## src/rtl/brownout_pkg.sv

```systemverilog
// Shared types and default tuning constants for the brownout sequencer.
// Also holds the drop helper used by the evaluation step.
package brownout_pkg;

  localparam int unsigned DATA_W = 8;

  localparam int unsigned DEF_SAMPLE_PERIOD = 4;
  localparam int unsigned DEF_RATE_THRESH   = 7;
  localparam int unsigned DEF_TRIP_COUNT    = 2;
  localparam int unsigned DEF_RECOVER_LEVEL = 200;
  localparam int unsigned DEF_RECOVER_COUNT = 3;
  localparam int unsigned DEF_ADC_TIMEOUT   = 16;

  typedef enum logic [1:0] {
    IDLE = 2'd0,
    REQ  = 2'd1,
    EVAL = 2'd2
  } state_t;

  // Voltage drop between two samples; zero without a valid previous sample or on a rise.
  function automatic logic [DATA_W-1:0] calc_drop(input logic [DATA_W-1:0] prev_sample,
                                                  input logic [DATA_W-1:0] cur_sample,
                                                  input logic              prev_ok);
    if (prev_ok && (prev_sample > cur_sample)) begin
      return prev_sample - cur_sample;
    end
    return '0;
  endfunction

endpackage

```

## src/rtl/brownout_timer.sv

```systemverilog
// Up-counter with synchronous clear; last_c flags the final cycle of a LIMIT-cycle window.
// Used for both the sample period and the ADC response timeout.
module brownout_timer #(
  parameter int unsigned LIMIT = 4
) (
  input  logic clk,
  input  logic rst,
  input  logic clear,
  input  logic en,
  output logic last_c
);

  localparam int unsigned CW = (LIMIT > 1) ? $clog2(LIMIT) : 1;

  logic [CW-1:0] count;

  always_ff @(posedge clk) begin
    if (rst) begin
      count <= '0;
    end else if (clear) begin
      count <= '0;
    end else if (en) begin
      count <= count + 1'b1;
    end
  end

  assign last_c = (count == CW'(LIMIT - 1));

endmodule

```

## src/rtl/brownout_sequencer.sv

```systemverilog
// Periodically samples a supply ADC, flags brownout on repeated fast voltage drops,
// and clears it after a run of samples back above the recovery level.
module brownout_sequencer
  import brownout_pkg::*;
#(
  parameter int unsigned SAMPLE_PERIOD = DEF_SAMPLE_PERIOD,
  parameter int unsigned RATE_THRESH   = DEF_RATE_THRESH,
  parameter int unsigned TRIP_COUNT    = DEF_TRIP_COUNT,
  parameter int unsigned RECOVER_LEVEL = DEF_RECOVER_LEVEL,
  parameter int unsigned RECOVER_COUNT = DEF_RECOVER_COUNT,
  parameter int unsigned ADC_TIMEOUT   = DEF_ADC_TIMEOUT
) (
  input  logic              clk,
  input  logic              rst,
  input  logic              enable,
  input  logic [DATA_W-1:0] adc_data,
  input  logic              adc_valid,
  output logic              adc_req,
  output logic              brownout,
  output logic              adc_fault,
  output logic [DATA_W-1:0] last_drop
);

  localparam int unsigned VW = $clog2(TRIP_COUNT + 1);
  localparam int unsigned RW = $clog2(RECOVER_COUNT + 1);
  localparam logic [DATA_W-1:0] THRESH    = DATA_W'(RATE_THRESH);
  localparam logic [DATA_W-1:0] REC_LEVEL = DATA_W'(RECOVER_LEVEL);

  state_t            state;
  logic [DATA_W-1:0] cur;
  logic [DATA_W-1:0] prev;
  logic              prev_valid;
  logic [VW-1:0]     viol_cnt;
  logic [RW-1:0]     rec_cnt;

  logic              per_last_c;
  logic              to_last_c;
  logic              per_clear_c;
  logic              to_clear_c;
  logic [DATA_W-1:0] drop_c;
  logic [VW-1:0]     viol_next_c;
  logic              rec_hit_c;

  // Each timer only runs while its own state is active and restarts on every exit.
  assign per_clear_c = !enable || (state != IDLE) || per_last_c;
  assign to_clear_c  = !enable || (state != REQ) || to_last_c || adc_valid;

  brownout_timer #(.LIMIT(SAMPLE_PERIOD)) u_period (
    .clk    (clk),
    .rst    (rst),
    .clear  (per_clear_c),
    .en     (1'b1),
    .last_c (per_last_c)
  );

  brownout_timer #(.LIMIT(ADC_TIMEOUT)) u_timeout (
    .clk    (clk),
    .rst    (rst),
    .clear  (to_clear_c),
    .en     (1'b1),
    .last_c (to_last_c)
  );

  // Evaluation of the captured sample against the previous one.
  always_comb begin
    drop_c      = calc_drop(prev, cur, prev_valid);
    viol_next_c = '0;
    if (drop_c > THRESH) begin
      viol_next_c = (viol_cnt == VW'(TRIP_COUNT)) ? viol_cnt : viol_cnt + 1'b1;
    end
    rec_hit_c = (cur >= REC_LEVEL);
  end

  always_ff @(posedge clk) begin
    if (rst) begin
      state      <= IDLE;
      adc_req    <= 1'b0;
      brownout   <= 1'b0;
      adc_fault  <= 1'b0;
      last_drop  <= '0;
      cur        <= '0;
      prev       <= '0;
      prev_valid <= 1'b0;
      viol_cnt   <= '0;
      rec_cnt    <= '0;
    end else if (!enable) begin
      // last_drop deliberately holds across a disable.
      state      <= IDLE;
      adc_req    <= 1'b0;
      brownout   <= 1'b0;
      adc_fault  <= 1'b0;
      prev_valid <= 1'b0;
      viol_cnt   <= '0;
      rec_cnt    <= '0;
    end else begin
      case (state)
        IDLE: begin
          if (per_last_c) begin
            state   <= REQ;
            adc_req <= 1'b1;
          end
        end
        REQ: begin
          // A strobe in the timeout cycle still wins over the fault.
          if (adc_valid) begin
            cur     <= adc_data;
            adc_req <= 1'b0;
            state   <= EVAL;
          end else if (to_last_c) begin
            adc_fault <= 1'b1;
            adc_req   <= 1'b0;
            state     <= IDLE;
          end
        end
        EVAL: begin
          last_drop  <= drop_c;
          prev       <= cur;
          prev_valid <= 1'b1;
          state      <= IDLE;
          if (brownout && rec_hit_c && (rec_cnt == RW'(RECOVER_COUNT - 1))) begin
            brownout <= 1'b0;
            viol_cnt <= '0;
            rec_cnt  <= '0;
          end else begin
            viol_cnt <= viol_next_c;
            rec_cnt  <= (brownout && rec_hit_c) ? rec_cnt + 1'b1 : '0;
            if (!brownout && (viol_next_c == VW'(TRIP_COUNT))) begin
              brownout <= 1'b1;
            end
          end
        end
        default: begin
          state   <= IDLE;
          adc_req <= 1'b0;
        end
      endcase
    end
  end

endmodule

```

## config.mk

```make
export PLATFORM = sky130hd
export DESIGN_NAME = brownout_sequencer
export DESIGN_NICKNAME = d
export VERILOG_FILES = /design/src/rtl/brownout_pkg.sv /design/src/rtl/brownout_timer.sv /design/src/rtl/brownout_sequencer.sv
export SDC_FILE = /design/constraint.sdc
export NUM_CORES = 1
export LEC_CHECK = 0
export ABC_AREA = 1
export ABC_CLOCK_PERIOD_IN_PS = 2600
export CELL_PAD_IN_SITES_DETAIL_PLACEMENT = 1
export CELL_PAD_IN_SITES_GLOBAL_PLACEMENT = 2
export CORE_UTILIZATION = 30
export CTS_CLUSTER_SIZE = 16
export DETAILED_ROUTE_END_ITERATION = 8
export DONT_BUFFER_PORTS = 1
export HOLD_SLACK_MARGIN = 0.03
export PLACE_DENSITY = 0.67
export SETUP_SLACK_MARGIN = 0.1
export SYNTH_ARGS = -nofsm -noshare
export SYNTH_HDL_FRONTEND = slang
export SYNTH_SLANG_ARGS = --single-unit
```

## constraint.sdc

```tcl
create_clock -name clk -period 2.6 [get_ports clk]
set_input_delay 0.26 -clock clk [delete_from_list [all_inputs] [get_ports clk]]
set_output_delay 0.26 -clock clk [all_outputs]
set_load 0.1 [all_outputs]
```

# After elaboration in Yosys (flattened, before gate mapping)
# Index checks and enable logic that the tools add are counted.
word_totals:
  ff_bits: 40
  input_bits: 12
  out_inout_bits: 11
  wordCells: 74
classes:
  addsub: 5
  n_lt_le_gt_ge: 3
  eq_ne: 10
  muxes: 18
  bitwise_logic: 3
  n_reduce_logical: 23
ops:
  columns: ["op", "n"]
  rows:
  - ["$mux 2", 8]
  - ["$mux 8", 2]
  - ["$eq 2x2->1 const B", 5]
  - ["$reduce_and 3->1", 3]
  - ["$ge 8x8->1 const B", 1]
  - ["$gt 8x3->1 const B", 1]
  - ["$gt 8x8->1", 1]
  - ["$sub 8x8->8", 1]
  - ["$add 2x1->2 const B", 3]
  - ["$mux 1", 6]
  - ["$reduce_and 2->1", 3]
  - ["$reduce_or 2->1", 3]
  - ["$logic_or 1x1->1", 5]
  - ["$add 4x1->4 const B", 1]
  - ["$eq 4x4->1 const B", 1]
  - ["$logic_and 1x1->1", 4]
  - ["$pmux 2 s2", 1]
  - ["$reduce_bool 2->1", 2]
  - ["$ne 3x3->1 const B", 1]
  - ["$not 1->1", 3]
  - ["$pmux 1 s3", 1]
  - ["$eq 2x1->1 const B", 1]
  - ["$logic_not 1->1", 2]
  - ["$logic_not 2->1", 1]
  - ["2 further kinds", 2]

# Depth between registers and ports, before layout
depth:
  depth_word: 10
  ltp_mapped: 15

# Cells and area by module
# Synthesis repeated with hierarchy kept, for this count alone.
hier_totals:
  hier_cells: 271
  area_unflattened_um2: 1968.1
by_module_without_submodules:
  columns: ["mod", "instances", "cells_per_inst", "area_per_inst_um2", "seq_area_each_um2"]
  rows:
  - ["brownout_sequencer", 1, 235, 1700.4, 680.7]
  - ["brownout_timer at u_timeout", 1, 23, 172.7, 80.1]
  - ["brownout_timer at u_period", 1, 13, 95.1, 40.0]

# Least setup slack after synthesis
# No wires, ideal clock.
synth_timing:
  path_type: "flip-flop to flip-flop"
  start: "register brownout"
  end: "register rec_cnt[1]"
  setup_ps: 118
  arrival_ps: 1713
  t_required_ps: 2482
  path_slack_ps: 768
  stages_incl_launch_ff: 9
  path_buffers: 0
  period_less_slack_ps: 1832
  path_cell_list: "dfxtp_1 > nand3_1 > a31oi_1 > nand2_1 > nand2_1 > inv_1 > nand2_1 > a2bb2oi_1 > nor2_1"
synth_between:
  elab_chain_len: 3
  word_cells_on_any_way: 4
  cone_classes: "mux (2); reduce/logical (2)"
synth_rtl:
  columns: ["element", "line_no", "source"]
  rows:
  - ["start: declaration", "brownout_sequencer.sv:19", "output logic brownout,"]
  - ["start signal: assignment", "brownout_sequencer.sv:78", "brownout <= 1'b0;"]
  - ["start signal: assignment", "brownout_sequencer.sv:90", "brownout <= 1'b0;"]
  - ["start signal: assignment", "brownout_sequencer.sv:121", "brownout <= 1'b0;"]
  - ["$logic_and 1x1->1 (*)", "brownout_sequencer.sv:120, brownout_sequencer.sv:126", null]
  - ["$mux 2 or $logic_and 1x1->1 (tied branches)", "brownout_sequencer.sv:126, brownout_sequencer.sv:120", null]
  - ["$mux 2 (*)", "brownout_sequencer.sv:120", "if (brownout && rec_hit_c && (rec_cnt == RW'(RECOVER_COUNT - 1))) begin"]
  - ["end signal: assignment", "brownout_sequencer.sv:126", "rec_cnt <= (brownout && rec_hit_c) ? rec_cnt + 1'b1 : '0;"]
  - ["end: declaration", "brownout_sequencer.sv:34", "logic [RW-1:0] rec_cnt;"]
# Every way passes the cells marked *; elsewhere a longest branch is shown, timed or not.
# A chain may end at the register's enable or synchronous reset.

# Worst setup path after layout
layout_timing:
  start: "register prev[0]"
  end: "register brownout"
layout_between:
  elab_chain_len: 10
  word_cells_on_any_way: 12
  cone_classes: "add/sub (1); order compare (2); eq/ne (1); mux (4); reduce/logical (4)"
layout_rtl:
  columns: ["element", "line_no", "source"]
  rows:
  - ["start: declaration", "brownout_sequencer.sv:31", "logic [DATA_W-1:0] prev;"]
  - ["start signal: assignment", "brownout_sequencer.sv:117", "prev <= cur;"]
  - ["$gt 8x8->1", "brownout_pkg.sv:24", "if (prev_ok && (prev_sample > cur_sample)) begin"]
  - ["$logic_and 1x1->1", "brownout_pkg.sv:24", null]
  - ["$mux 1", "brownout_pkg.sv:24", null]
  - ["$mux 8 (*)", "brownout_pkg.sv:27", "return '0;"]
  - ["$gt 8x3->1 (*)", "brownout_sequencer.sv:68", "if (drop_c > THRESH) begin"]
  - ["$mux 2 (*)", "brownout_sequencer.sv:68", null]
  - ["$eq 2x2->1 (*)", "brownout_sequencer.sv:127", "if (!brownout && (viol_next_c == VW'(TRIP_COUNT))) begin"]
  - ["$logic_and 1x1->1 (*)", "brownout_sequencer.sv:127", null]
  - ["$reduce_bool 2->1 (no source line) (*)", null, null]
  - ["$reduce_and 2->1 (no source line) (*)", null, null]
  - ["end signal: assignment", "brownout_sequencer.sv:90", null]
  - ["end signal: assignment", "brownout_sequencer.sv:121", null]
  - ["end signal: assignment", "brownout_sequencer.sv:128", "brownout <= 1'b1;"]
# Every way passes the cells marked *; elsewhere a longest branch is shown, timed or not. The select of a mux whose other input is x is not followed.

==> impl_metrics.toml <==
[flow_run]
maxCapViolCount = 0

[die]
die-area_sq_mm = 0.00686
core-area_sq_mm = 0.00631
start_util_pct = 31.0
rows = 29
ioPinCount = 23
die_w_microns = 82.8
fp.dieH_microns = 82.8

[cts]
clk_latency_ns = 0.30
cts_tree = "yes"
cts-buffers-inserted = 5
cts_num_sinks = 40
cts.clk_slew.worst_paths_ns = 0.08
clock_tree.buffer_depth = 2
cts-root-buf = "clkbuf_8"
cts_max_level = 2
post-cts-setup-buffers = 0

[layout]
fillCellCount = 799
synthToLayoutAreaGrowth_pct = 14.7
layout.nets = 300
drive_above_1_share_pct = 13.4
final_common_cell = "dfxtp_1"
final_cell_area_sq_mm = 0.00225
layout_common_cells = "dfxtp_1 (40), inv_1 (39), nand2_1 (37), a21oi_1 (31), o21ai_0 (26)"
diodes = 0

[critical_path]
cpPeakStageDelay_ns = 0.36
crit_chain = "inv_1 > ha_1 > fa_1 > inv_1 > nand2_1 > nand2_2 > nand3_2 > nand2_2 > nand2_4 > nor2_2 > nor2_1 > nand3_2 > nand3_1 > a21oi_2"
critPathMaxFanout = 5
critPathArrivalTime_ns = 2.35
cp-start-kind = "register"
slowest_stage = "fa_1"
cp-end-kind = "register"
worstPathRequired_ns = 2.84
crit_type = "register to register"

[route]
drt_pass1_iterations = 4
via_per_inst = 4.77
num_vias = 1684
first_iter_violations = 55
postRouteAntennaNets = 0
wl_per_cell_microns = 13.9
drcViolationCount = 0
wl_microns = 4920

[yosys]
synth_top_flop_cell = "dfxtp_1"
syn_nets = 287
avgSynthCellArea_sq_um = 7.48
yosysWarnings = 0
synthCells = 262
ys_types = 30
synth-edff-count = 0
ys_ff_latch = 40
synth_area_sq_mm = 0.00196
synthArstFlopShare_pct = 0
synth_seq_area_share_pct = 40.9

[sta]
tns_ns = 0
period_share_pct = 81.1
rsz0062_at_grt = "false"
finalMaxSlewViolations = 0
finalHoldViolCount = 0
setup_violations = 0
finalClockSkew_ns = 0.00748
fmax_ghz = 0.474
final.min_clock_period_ns = 2.11
relSlewSlack_pct = 35.5
tightest_slew_ns = 0.966

[placement]
portBuffers = 0
gp_congestion = 0.722
dpl_cell_area_sq_mm = 0.00212
dpl.hpwl_microns = 3740

[power_and_ir_drop]
irDropWorstVdd_uv = 255
leakagePower_uw = 0.000970
powerDensity_mw_per_mm2 = 530

[global_routing]
grt_max_degree = 31
antenna_found_initial = 0
first_global_vias = 1713
grt_pass1_wl_microns = 8490
overflow = 0
grt_usage_pct = 15.6

[hold_path]
hold_path.class = "primary input to register"

[run_status]
run_status = "completed"
==> metrics by stage <==
step | hold WS [ns] | power, uW | instances | util, % | setup slack [ns]
finish | 0.108 | 1190 | 353 | 35.6 | 0.490
global route | 0.118 | 1240 | 353 | 35.6 | 0.307
CTS | 0.100 | 1210 | 353 | 35.6 | 0.474
detailed placement | 0.336 | 653 | 344 | 33.5 | 0.496
global placement | 0.336 | 653 | 344 | 33.5 | 0.503
floorplan | 0.332 | 646 | 262 | - | 0.768
==> report_power, final <==
part | internal (uW) | switching, uW | leakage (uW) | total (uW)
sequential | 614 | 0.833 | 0.000322 | 615
combinational | 6.55 | 18.0 | 0.000586 | 24.6
clock | 314 | 238 | 0.0000614 | 552
==> layout make-up <==
cell class	count	area, sq um	area share [%]
clock buffers	6	82.6	3.67
clock inverters	2	38.8	1.73
inverters	42	158	7.02
multi-input cells	174	978	43.5
flip-flops and latches	40	801	35.6
well taps	77	96.3	4.29
repair buffers	12	92.6	4.12
==> routing by layer <==
layer	part of all wire (%)	global-route usage (%)	up-vias
li1	-	-	873
met1	52	21.6	783
met2	43	23.8	22
met3	3.6	3.98	6
met4	1.3	4.70	0
met5	0	0	-
==> Yosys cell counts (2+ instances only) <==
cell type / instances / area [sq um]
inv_1: 39 / 146
nand3b_1: 3 / 22.5
a21oi_2: 2 / 17.5
nor2_2: 2 / 12.5
inv_2: 2 / 7.51
clkbuf_1: 4 / 15.0
o21ai_1: 2 / 10.0
a21oi_1: 31 / 155
nand3_1: 10 / 50.1
nand3_2: 3 / 30.0
nor2_1: 24 / 90.1
nand2_4: 2 / 22.5
buf_2: 2 / 10.0
ha_1: 12 / 150
o21ai_0: 26 / 130
nor3_1: 3 / 15.0
a31oi_1: 2 / 12.5
or2_1: 2 / 12.5
nand4_1: 2 / 12.5
nand2_1: 37 / 139
nand2_2: 4 / 25.0
dfxtp_1: 40 / 801
==> critical path: cells and delay by family, from the launching register on <==
kind                       cells  cell delay [ns]
adders and majority gates      2             0.57
AOI/OAI and AO/OA              1             0.12
DFF                            1             0.31
and+or+nand+nor                9             0.90
buffers and inverters          2             0.16
==> cells by family (layout without fill, tap and decap cells) <==
| logic type | after synthesis | after routing | share of synthesized area [%] |
|---|---|---|---|
| and+or+nand+nor | 95 | 95 | 23.2 |
| AOI/OAI and AO/OA | 65 | 65 | 17.4 |
| buffers and inverters | 48 | 62 | 9.32 |
| DFF | 40 | 40 | 40.9 |
| adders and majority gates | 13 | 13 | 8.68 |
| xor gates and xnor gates | 1 | 1 | 0.447 |
==> flip-flops by register name, indices dropped and copies added (netlist names) <==
| register | cells |
|---|---|
| adc_req | 1 |
| adc_fault | 1 |
| viol_cnt | 2 |
| u_timeout.count | 4 |
| prev | 8 |
| prev_valid | 1 |
| last_drop | 8 |
| brownout | 1 |
| cur | 8 |
| state | 2 |
| rec_cnt | 2 |
| u_period.count | 2 |
==> timing repair <==
| action | 4_1_cts | 5_1_grt |
|---|---|---|
| hold buffers | 1 | 0 |
| endpoints found under the hold margin | 1 | 0 |
| resized for setup | 0 | 0 |
==> path summary, 6_finish.rpt <==
check | slack (ns) | start | end | cells past startpoint
max | 0.49 | prev[0]$_SDFFE_PP0P_ | brownout$_SDFFE_PP0P_ | 14
min | 0.11 | adc_data[0] | cur[0]$_SDFFE_PP0P_ | 2
max reg2reg | 0.49 | prev[0]$_SDFFE_PP0P_ | brownout$_SDFFE_PP0P_ | 14
min reg2reg | 0.43 | u_period.count[0]$_SDFF_PP0_ | u_period.count[0]$_SDFF_PP0_ | 1
(Power assumes the default switching activity.)
==> variant: new RTL, same settings <==
Re-encode `state_t` (3 states) as one-hot, 3 bits wide.
--- a/src/rtl/brownout_pkg.sv
+++ b/src/rtl/brownout_pkg.sv
@@ -12,8 +12,8 @@
   localparam int unsigned DEF_ADC_TIMEOUT   = 16;
 
-  typedef enum logic [1:0] {
-    IDLE = 2'd0,
-    REQ  = 2'd1,
-    EVAL = 2'd2
+  typedef enum logic [2:0] {
+    IDLE = 3'b001,
+    REQ  = 3'b010,
+    EVAL = 3'b100
   } state_t;
 
Check against the original RTL: same outputs for any inputs over 10 cycles, from zero or initial values and one cycle with rst high; not proved beyond that.
==> variant against the original RTL <==
Routed wire length decreased by 6.3%; global-route usage decreased by 0.45 points; first-iteration DRC count decreased by 11%; worst setup slack improved by 180 ps; sequential cell count increased by 1; power decreased by 1.6%; combinational power decreased by 26%; die area decreased by 0.37%; non-clock buffer count decreased by 2; clock skew decreased by 3.5 ps; cell area decreased by 1.7%; cell count decreased by 1.1%; area after synthesis decreased by 0.38%; critical endpoint unchanged; largest cell class unchanged; largest power group unchanged.
==> variant: results <==
{
  "outcome": "finished, final reports clean",
  "holdWs_ps": 99.0,
  "grt_usage_pct": 15.1,
  "first_global_vias": 1592,
  "relSlewSlack_pct": 34.9,
  "fin_crit_ps": 1930,
  "wl_mm": 4.60,
  "placed_area_um2": 2100,
  "dp.cells": 341,
  "via_count": 1681,
  "avgSynthCellArea_um2": 7.51,
  "grt_max_degree": 33,
  "slowest_delay_ps": 390,
  "hold_end": "state[2]$_SDFFE_PP0P_",
  "synthTopCellsByCount": "41 x dfxtp_1, 40 x nand2_1, 35 x a21oi_1, 34 x inv_1, 26 x o21ai_0",
  "syn_nets": 285,
  "cp.arrival_ps": 2120,
  "dp_slack_ps": 663,
  "p_leak_nw": 0.941,
  "layoutNonFillerInstCount": 349,
  "fin_util_pct": 35.0,
  "dr_wl_met3_um": 104,
  "drtIter0Drc": 49,
  "gp_congestion": 0.706,
  "r2r_slack_ps": 670,
  "wl_met1_mm": 2.25,
  "grt_use_met2_pct": 24.6,
  "grtUsageMet3_pct": 3.41,
  "finalClockSkew_ps": 3.97,
  "dpl.hpwl_mm": 3.41,
  "met2_wirelength_mm": 2.18,
  "gr-usage-met1_pct": 19.6,
  "num-fill-cells": 805,
  "drive_above_1_share_pct": 11.8
}
-- variant: cell count changes in the layout (fill, tap and decap cells not counted), sizes merged, moves of 2 or more --
cell / unedited run / this run
a21oi: 33 / 36
inv: 41 / 36
nand2: 43 / 45
nand3: 13 / 19
nand3b: 3 / 1
nor2: 27 / 22
o21ai: 28 / 26
-- variant: cell type report --
class,instances,area share (%)
clock buffer,6,3.29
clock inverter,2,1.76
sequential,41,37.2
tap,77,4.36
multi-input combinational,176,43.7
timing repair buffer,10,3.40
inverter,37,6.29
-- variant: cell families (layout without fill, tap and decap cells) --
group,after synthesis,after routing,synth area share (%)
xor gates and xnor gates,1,1,0.449
adders and majority gates,13,13,8.72
DFF,41,41,42.1
AOI/OAI and AO/OA,66,66,17.6
buffers and inverters,43,55,8.46
and+or+nand+nor,96,96,22.8
-- variant: report_power, final --
group / internal (mW) / total (mW) / switching [mW]
Sequential: 0.629 / 0.631 / 0.00214
Combinational: 0.00427 / 0.0183 / 0.0140
Clock: 0.288 / 0.523 / 0.234
